### src/rtl/miner_pkg.sv
// Shared types for the miner job scheduler: top-level FSM states, per-core
// run states and the fixed part of the per-core budget timer width.
package miner_pkg;

    typedef enum logic [2:0] {
        ST_IDLE,
        ST_SPLIT,
        ST_LAUNCH,
        ST_RUN,
        ST_DONE
    } sched_st_e;

    typedef enum logic [1:0] {
        CS_ACTIVE,
        CS_PENDING,
        CS_DONE
    } core_st_e;

    // 33-bit slice length plus 8 bits of drain headroom; the top adds LOOP_LOG2.
    localparam int TIMER_W_BASE = 33 + 8;

endpackage

### src/rtl/miner_job_scheduler_rr_arbiter.sv
// Round-robin selector over pending result slots. A grant offered while the
// consumer is stalled is locked so the result port never changes mid-offer.
module rr_arbiter #(
    parameter int N  = 4,
    parameter int IW = 2
) (
    input  logic          hash_clk,
    input  logic          reset,
    input  logic          flush,
    input  logic [N-1:0]  req,
    input  logic          ready,
    output logic          gnt_valid,
    output logic [IW-1:0] gnt_idx
);

    logic [IW-1:0] ptr_q, ptr_d;
    logic [IW-1:0] lock_idx_q, lock_idx_d;
    logic          lock_q, lock_d;
    logic [IW-1:0] pick, idx;
    logic          found;

    always_comb begin
        pick  = '0;
        idx   = '0;
        found = 1'b0;
        for (int i = 0; i < N; i++) begin
            idx = ptr_q + IW'(i);
            if (!found && req[idx]) begin
                pick  = idx;
                found = 1'b1;
            end
        end
        gnt_valid = |req;
        gnt_idx   = lock_q ? lock_idx_q : pick;

        ptr_d      = ptr_q;
        lock_d     = lock_q;
        lock_idx_d = lock_idx_q;
        if (flush) begin
            ptr_d  = '0;
            lock_d = 1'b0;
        end else if (gnt_valid && ready) begin
            ptr_d  = (N == 1) ? '0 : gnt_idx + IW'(1);
            lock_d = 1'b0;
        end else if (gnt_valid) begin
            lock_d     = 1'b1;
            lock_idx_d = gnt_idx;
        end
    end

    always_ff @(posedge hash_clk or posedge reset) begin
        if (reset) begin
            ptr_q      <= '0;
            lock_q     <= 1'b0;
            lock_idx_q <= '0;
        end else begin
            ptr_q      <= ptr_d;
            lock_q     <= lock_d;
            lock_idx_q <= lock_idx_d;
        end
    end

endmodule

### src/rtl/miner_job_scheduler.sv
// Job-level controller: splits a nonce range over NUM_CORES miner cores,
// budgets each core with a down-counter and funnels golden nonces out.
//   state  | meaning
//   IDLE   | waiting for a job, job_ready high
//   SPLIT  | compute per-core slices
//   LAUNCH | core_reset pulse active, budgets loaded
//   RUN    | cores mining, results collected
//   DONE   | one-cycle job_done pulse
module miner_job_scheduler
    import miner_pkg::*;
#(
    parameter int NUM_CORES    = 4,
    parameter int LOOP_LOG2    = 5,
    parameter int DRAIN_CYCLES = 160
) (
    input  logic                    hash_clk,
    input  logic                    reset,
    input  logic                    job_valid,
    output logic                    job_ready,
    input  logic [255:0]            job_midstate,
    input  logic [95:0]             job_data,
    input  logic [31:0]             job_nonce_start,
    input  logic [31:0]             job_nonce_end,
    input  logic                    abort,
    output logic [NUM_CORES-1:0]    core_reset,
    output logic [255:0]            core_midstate,
    output logic [95:0]             core_data,
    output logic [32*NUM_CORES-1:0] core_nonce_min,
    output logic [32*NUM_CORES-1:0] core_nonce_max,
    input  logic [32*NUM_CORES-1:0] core_golden_nonce,
    input  logic [NUM_CORES-1:0]    core_new_golden,
    output logic                    res_valid,
    input  logic                    res_ready,
    output logic [31:0]             res_nonce,
    output logic [3:0]              res_core,
    output logic                    job_done,
    output logic                    busy
);

    localparam int IW = (NUM_CORES > 1) ? $clog2(NUM_CORES) : 1;
    localparam int LG = $clog2(NUM_CORES);
    localparam int TW = TIMER_W_BASE + LOOP_LOG2;

    sched_st_e             state_q, state_d;
    logic [255:0]          midstate_q, midstate_d;
    logic [95:0]           data_q, data_d;
    logic [31:0]           start_q, start_d, end_q, end_d;
    logic [31:0]           min_q [NUM_CORES];
    logic [31:0]           min_d [NUM_CORES];
    logic [31:0]           max_q [NUM_CORES];
    logic [31:0]           max_d [NUM_CORES];
    logic [31:0]           slot_q [NUM_CORES];
    logic [31:0]           slot_d [NUM_CORES];
    logic [TW-1:0]         timer_q [NUM_CORES];
    logic [TW-1:0]         timer_d [NUM_CORES];
    core_st_e              cst_q [NUM_CORES];
    core_st_e              cst_d [NUM_CORES];
    logic [NUM_CORES-1:0]  gold_prev_q, gold_edge, pend;
    logic [NUM_CORES-1:0]  core_reset_q, core_reset_d;
    logic [32:0]           span_n, len;
    logic [31:0]           len32, acc;
    logic                  all_done, accept, flush, gnt_valid;
    logic [IW-1:0]         gnt_idx;

    // Load value counts the launch/relaunch cycle itself as the first budget cycle.
    function automatic logic [TW-1:0] budget(input logic [31:0] lo, input logic [31:0] hi);
        logic [32:0] n;
        n = {1'b0, hi} - {1'b0, lo} + 33'd1;
        return (TW'(n) << LOOP_LOG2) + TW'(DRAIN_CYCLES) - TW'(1);
    endfunction

    assign gold_edge = core_new_golden & ~gold_prev_q;
    assign accept    = gnt_valid && res_ready;
    assign flush     = (abort && state_q != ST_IDLE) || (state_q == ST_IDLE && job_valid);

    always_comb begin
        for (int k = 0; k < NUM_CORES; k++) pend[k] = (cst_q[k] == CS_PENDING);
    end

    rr_arbiter #(.N(NUM_CORES), .IW(IW)) u_rr (
        .hash_clk  (hash_clk),
        .reset     (reset),
        .flush     (flush),
        .req       (pend),
        .ready     (res_ready),
        .gnt_valid (gnt_valid),
        .gnt_idx   (gnt_idx)
    );

    always_comb begin
        span_n       = {1'b0, end_q} - {1'b0, start_q} + 33'd1;
        len          = span_n >> LG;
        len32        = len[31:0];
        acc          = start_q;
        all_done     = 1'b0;
        state_d      = state_q;
        midstate_d   = midstate_q;
        data_d       = data_q;
        start_d      = start_q;
        end_d        = end_q;
        core_reset_d = '0;
        for (int k = 0; k < NUM_CORES; k++) begin
            min_d[k]   = min_q[k];
            max_d[k]   = max_q[k];
            slot_d[k]  = slot_q[k];
            timer_d[k] = timer_q[k];
            cst_d[k]   = cst_q[k];
        end

        case (state_q)
            ST_IDLE: begin
                if (job_valid) begin
                    midstate_d = job_midstate;
                    data_d     = job_data;
                    start_d    = job_nonce_start;
                    end_d      = job_nonce_end;
                    state_d    = ST_SPLIT;
                end
            end
            ST_SPLIT: begin
                for (int k = 0; k < NUM_CORES; k++) begin
                    slot_d[k] = '0;
                    if (len == 33'd0) begin
                        min_d[k]        = (k == 0) ? start_q : '0;
                        max_d[k]        = (k == 0) ? end_q : '0;
                        cst_d[k]        = (k == 0) ? CS_ACTIVE : CS_DONE;
                        core_reset_d[k] = (k == 0);
                    end else begin
                        min_d[k]        = acc;
                        max_d[k]        = (k == NUM_CORES - 1) ? end_q : acc + len32 - 32'd1;
                        cst_d[k]        = CS_ACTIVE;
                        core_reset_d[k] = 1'b1;
                        acc             = acc + len32;
                    end
                end
                state_d = ST_LAUNCH;
            end
            ST_LAUNCH: begin
                for (int k = 0; k < NUM_CORES; k++) begin
                    if (cst_q[k] == CS_ACTIVE) timer_d[k] = budget(min_q[k], max_q[k]);
                end
                state_d = ST_RUN;
            end
            ST_RUN: begin
                all_done = 1'b1;
                for (int k = 0; k < NUM_CORES; k++) begin
                    case (cst_q[k])
                        CS_ACTIVE: begin
                            if (gold_edge[k]) begin
                                slot_d[k] = core_golden_nonce[32*k +: 32];
                                cst_d[k]  = CS_PENDING;
                            end else if (timer_q[k] <= TW'(1)) begin
                                timer_d[k] = '0;
                                cst_d[k]   = CS_DONE;
                            end else begin
                                timer_d[k] = timer_q[k] - TW'(1);
                            end
                        end
                        CS_PENDING: begin
                            if (accept && gnt_idx == IW'(k)) begin
                                if (slot_q[k] < max_q[k]) begin
                                    min_d[k]        = slot_q[k] + 32'd1;
                                    timer_d[k]      = budget(slot_q[k] + 32'd1, max_q[k]);
                                    core_reset_d[k] = 1'b1;
                                    cst_d[k]        = CS_ACTIVE;
                                end else begin
                                    cst_d[k] = CS_DONE;
                                end
                            end
                        end
                        default: ;
                    endcase
                    all_done = all_done && (cst_d[k] == CS_DONE);
                end
                if (all_done) state_d = ST_DONE;
            end
            ST_DONE: state_d = ST_IDLE;
            default: state_d = ST_IDLE;
        endcase

        if (abort && state_q != ST_IDLE) begin
            state_d      = ST_IDLE;
            core_reset_d = '0;
            for (int k = 0; k < NUM_CORES; k++) begin
                cst_d[k]  = CS_DONE;
                slot_d[k] = '0;
            end
        end
    end

    always_ff @(posedge hash_clk or posedge reset) begin
        if (reset) begin
            state_q      <= ST_IDLE;
            midstate_q   <= '0;
            data_q       <= '0;
            start_q      <= '0;
            end_q        <= '0;
            gold_prev_q  <= '0;
            core_reset_q <= '0;
            for (int k = 0; k < NUM_CORES; k++) begin
                min_q[k]   <= '0;
                max_q[k]   <= '0;
                slot_q[k]  <= '0;
                timer_q[k] <= '0;
                cst_q[k]   <= CS_DONE;
            end
        end else begin
            state_q      <= state_d;
            midstate_q   <= midstate_d;
            data_q       <= data_d;
            start_q      <= start_d;
            end_q        <= end_d;
            gold_prev_q  <= core_new_golden;
            core_reset_q <= core_reset_d;
            for (int k = 0; k < NUM_CORES; k++) begin
                min_q[k]   <= min_d[k];
                max_q[k]   <= max_d[k];
                slot_q[k]  <= slot_d[k];
                timer_q[k] <= timer_d[k];
                cst_q[k]   <= cst_d[k];
            end
        end
    end

    for (genvar g = 0; g < NUM_CORES; g++) begin : g_flat
        assign core_nonce_min[32*g +: 32] = min_q[g];
        assign core_nonce_max[32*g +: 32] = max_q[g];
    end

    assign core_reset    = core_reset_q;
    assign core_midstate = midstate_q;
    assign core_data     = data_q;
    assign res_valid     = gnt_valid;
    assign res_core      = gnt_valid ? 4'(gnt_idx) : 4'd0;
    assign res_nonce     = gnt_valid ? slot_q[gnt_idx] : 32'd0;
    assign job_done      = (state_q == ST_DONE);
    assign busy          = (state_q != ST_IDLE);
    assign job_ready     = (state_q == ST_IDLE);

endmodule

### config.mk
export PLATFORM = sky130hd
export DESIGN_NAME = miner_job_scheduler
export DESIGN_NICKNAME = d
export VERILOG_FILES = /design/src/rtl/miner_pkg.sv /design/src/rtl/miner_job_scheduler_rr_arbiter.sv /design/src/rtl/miner_job_scheduler.sv
export SDC_FILE = /design/constraint.sdc
export NUM_CORES = 2
export LEC_CHECK = 0
export CAP_MARGIN = 10
export CORE_AREA = 4 4 473 475
export DETAILED_ROUTE_END_ITERATION = 8
export DIE_AREA = 0 0 477 479
export MAX_ROUTING_LAYER = met4
export RECOVER_POWER = 25
export SLEW_MARGIN = 10
export SYNTH_ARGS = -nofsm -noshare
export SYNTH_HDL_FRONTEND = slang
export SYNTH_HIERARCHICAL = 1
export SYNTH_SLANG_ARGS = --single-unit
### constraint.sdc
create_clock -name hash_clk -period 43.3 [get_ports hash_clk]
set_input_delay 6.495 -clock hash_clk [delete_from_list [all_inputs] [get_ports hash_clk]]
set_output_delay 6.495 -clock hash_clk [all_outputs]
set_load 0.02 [all_outputs]
==> results.md <==
* Clock Pin Slew Worst Setup and Hold Paths at approximately 0.060 ns
* Count leader, synth: dfrtp_1
* DR top layer: met4
* Number of port buffers at about 1200
* Number of global-route vias before repair at 76700
* Setup TNS at 0 ns
* Hold Vio Cnt, Final at 0
* DRC violations left at 12
* Filler Cells Inserted at about 22000
* Worst-Skew Late Latency at roughly 0.83 ns
* Status: complete, but fails checks
* Setup WS post-layout at between 20 and 30 ns
* Layout cells sized above 1 at between 8 and 9%
* Metal2 WL at approximately 210000 um
* F_max at between 50 and 60 MHz
* WL/cell at 34.0 um
* Final Cycle Share at 41.4%
* Via Count at 79300
* Fin nets at 11700
* Slew Limit Fails at 996
* WL met1 at between 150000 and 200000 um
* Prevailing post-synth register cell: dfrtp_1
* All-layer global routing usage at between 30% and 40%
* Unique masters post-synth at approximately 140
* Hold WS at 0.483 ns
* Seq cells post-synth at a little over 1000
* Crit end category: flop
* Critical Path Max Stage Delay at between 3 and 4 ns
* Clock root buffer: clkbuf_16
* Post-cts resize count at 0
* CP Max Fanout at roughly 100
* Final GP Congestion at 1.05
* Largest net degree at the start of global routing at 166
* Average footprint of a synthesized cell at a little under 9 um2
* Crit Path Category: reg -> reg
* Relative slew slack at -273%
* Vias per cell at 5.93
* H-tree depth at 4
* Post-synth ARST share at 100%
* DPL Wire Length at 377000 um
* Starting Density at approximately 36%
* Top Ports at around 1200
* Slowest cell on crit path: clkbuf_1
* Antenna violations before repair at between 150 and 200
* Initial DRC count at ~8100
* Reg2reg end: core_nonce_max[95]
* Fin util at a little under half
* Area contributors post-synth: dfrtp_1, ha_1, mux2_2
* CTS tree: yes
* Top cells by count, synth: dfrtp_1, nand2_1, o21ai_0, ha_1, nor2_1
* Final setup vio count at 0
* Synth Instances at a little over 9000
* Cell accounting for the most synthesized area: dfrtp_1
* Met3 routed WL at ~38000 um
* Layout Area Growth over Synthesis at 25.3%
* Synth warnings at 6
* Clock Path Buffers at 3
* Cts hold-fix bufs at 0
* First-pass GRT wire length at ~620000 um
* Syn Std Cell Area at a little under 80000 um2
* CTS buffer count at between 100 and 150
* Worst path required time at approximately 44 ns
* CP dominant cell by count: nand2_1
* Worst R2R Path Depth at 37
* Die H at about 480 um
* Global route overflow at 0
* CORE AREA at between 200000 and 250000 um2
* Die Wd at between 400 and 500 um
* Slew at the pin with the worst max-slew slack at between 5 and 6 ns
* Reg2reg setup slack at ~25 ns
* Die Area at ~230000 um2
* Clock Sinks at ~1000
* Max-cap check violation count at 18
* CP startpoint: start_q[1]
* DP Worst Slack at 30.26 ns
* Hold crit path type: reg -> reg
* Drt first pass iters at 9
* RSZ-0062 raised after global routing: false
* Register area share after synthesis at 31.8%
* Routed WL at ~450000 um
* Post-synth EDFFs at 0
* Worst r2r src: start_q[1]
* Final Critical Period at 17.93 ns
* Final ANT Viol Nets at 0
* Post-CTS Setup Bufs at 0
* Worst clock skew at approximately 0.038 ns
* Critical path arrival at between 15 and 20 ns
* Site row count at roughly 170
* Failing checks: DRC, capacitance limit, slew limit
* Yosys top cell area share at 31.6%
* Worst Setup EP: core_nonce_max[95]
* Startpoint Class: flop
[logic make-up (layout without fill, tap and decap cells)]
kind of cell             after synthesis  count (layout)  share of synthesized area, %
AND/OR/NAND/NOR                     2939            2939                          17.6
other                                  1             102                       0.00472
buffers and inverters                859            2075                          4.21
AO/OA/AOI/OAI                       2316            2316                          17.9
XOR/XNOR                             806             806                          8.93
multiplexers                         430             430                          6.53
flip-flops                          1008            1008                          31.8
adder cells (fa/ha/maj)              822             822                          13.1
[worst max-delay path: cells and delay by family, from the launching register on]
family | cells | cell delay [ns]
buffers and inverters | 1 | 3.97
adders and majority gates | 4 | 1.52
xor gates and xnor gates | 3 | 1.85
and+or+nand+nor | 15 | 5.51
AOI/OAI and AO/OA | 14 | 4.28
DFF | 1 | 0.43
[how the worst min path moves through the flow]
stage	startpoint	endpoint	slack, ns	cells after the start
2_1_floorplan	timer_q[137]	timer_q[137]	0.44	1
6_report	timer_q[45]	timer_q[45]	0.48	1
4_1_cts	timer_q[45]	timer_q[45]	0.48	1
3_3_place_gp	timer_q[45]	timer_q[45]	0.46	1
3_5_place_dp	timer_q[45]	timer_q[45]	0.47	1
5_1_grt	timer_q[45]	timer_q[45]	0.50	1
[per-stage QoR]
step / cell area, um2 / instances
after floorplan: 79400 / 9182
after global placement: 94800 / 13000
after detailed placement: 94800 / 13000
after CTS: 99500 / 13300
after global routing: 99500 / 13300
final: 99500 / 13400
[cell type report]
cell class / count / area, um2 / share of cell area (%)
Timing Repair Buffer: 1340 / 13000 / 13.1
Clock buffer: 196 / 3950 / 3.97
Tap cell: 2871 / 3590 / 3.61
Inverter: 493 / 1850 / 1.86
Sequential cell: 1008 / 25200 / 25.3
Antenna cell: 100 / 250 / 0.251
Clock inverter: 46 / 658 / 0.661
Multi-Input combinational cell: 7315 / 51000 / 51.2
[registers in the layout (all words and copies together) (netlist names), 3 cells and up]
name and cells:
core_data 96, core_midstate 256, core_nonce_max 128, core_nonce_min 128
core_reset 4, cst_q 8, end_q 32, gold_prev_q 4
slot_q 128, start_q 32, state_q 3, timer_q 184
[layout by cell type, fill, tap and decap left out, types with 29 or more instances in the layout]
cell / count
or2_2: 35
a21oi_1: 525
inv_1: 487
buf_4: 123
clkbuf_16: 138
o21a_1: 83
diode_2: 100
nor4_1: 70
mux2_2: 387
nor2_1: 692
o31ai_1: 44
nand2b_1: 99
and2_1: 86
o221ai_1: 29
nor3_1: 230
a211oi_1: 62
dlygate4sd3_1: 92
nand2_1: 981
a31oi_1: 67
o22ai_1: 97
nand3_1: 263
clkbuf_1: 44
dfrtp_1: 1004
a311oi_1: 30
xnor2_1: 458
nor2b_1: 74
ha_1: 810
or3_1: 81
clkdlybuf4s50_1: 1110
o21bai_1: 78
xor2_1: 342
o211ai_1: 50
nand4_1: 76
mux4_2: 32
and3_1: 95
o21ai_0: 865
a21o_1: 125
[metal layers]
metal / vias up / GRT usage [%]
met3: 1033 / 10.6
li1: 35100 / -
met1: 39300 / 44.4
met2: 3799 / 62.7
met4: 0 / 24.3
met5: - / -
Power is left out: the tool's default activity adds up to more than one toggle a clock period on the data nets, which glitch-free logic cannot reach.
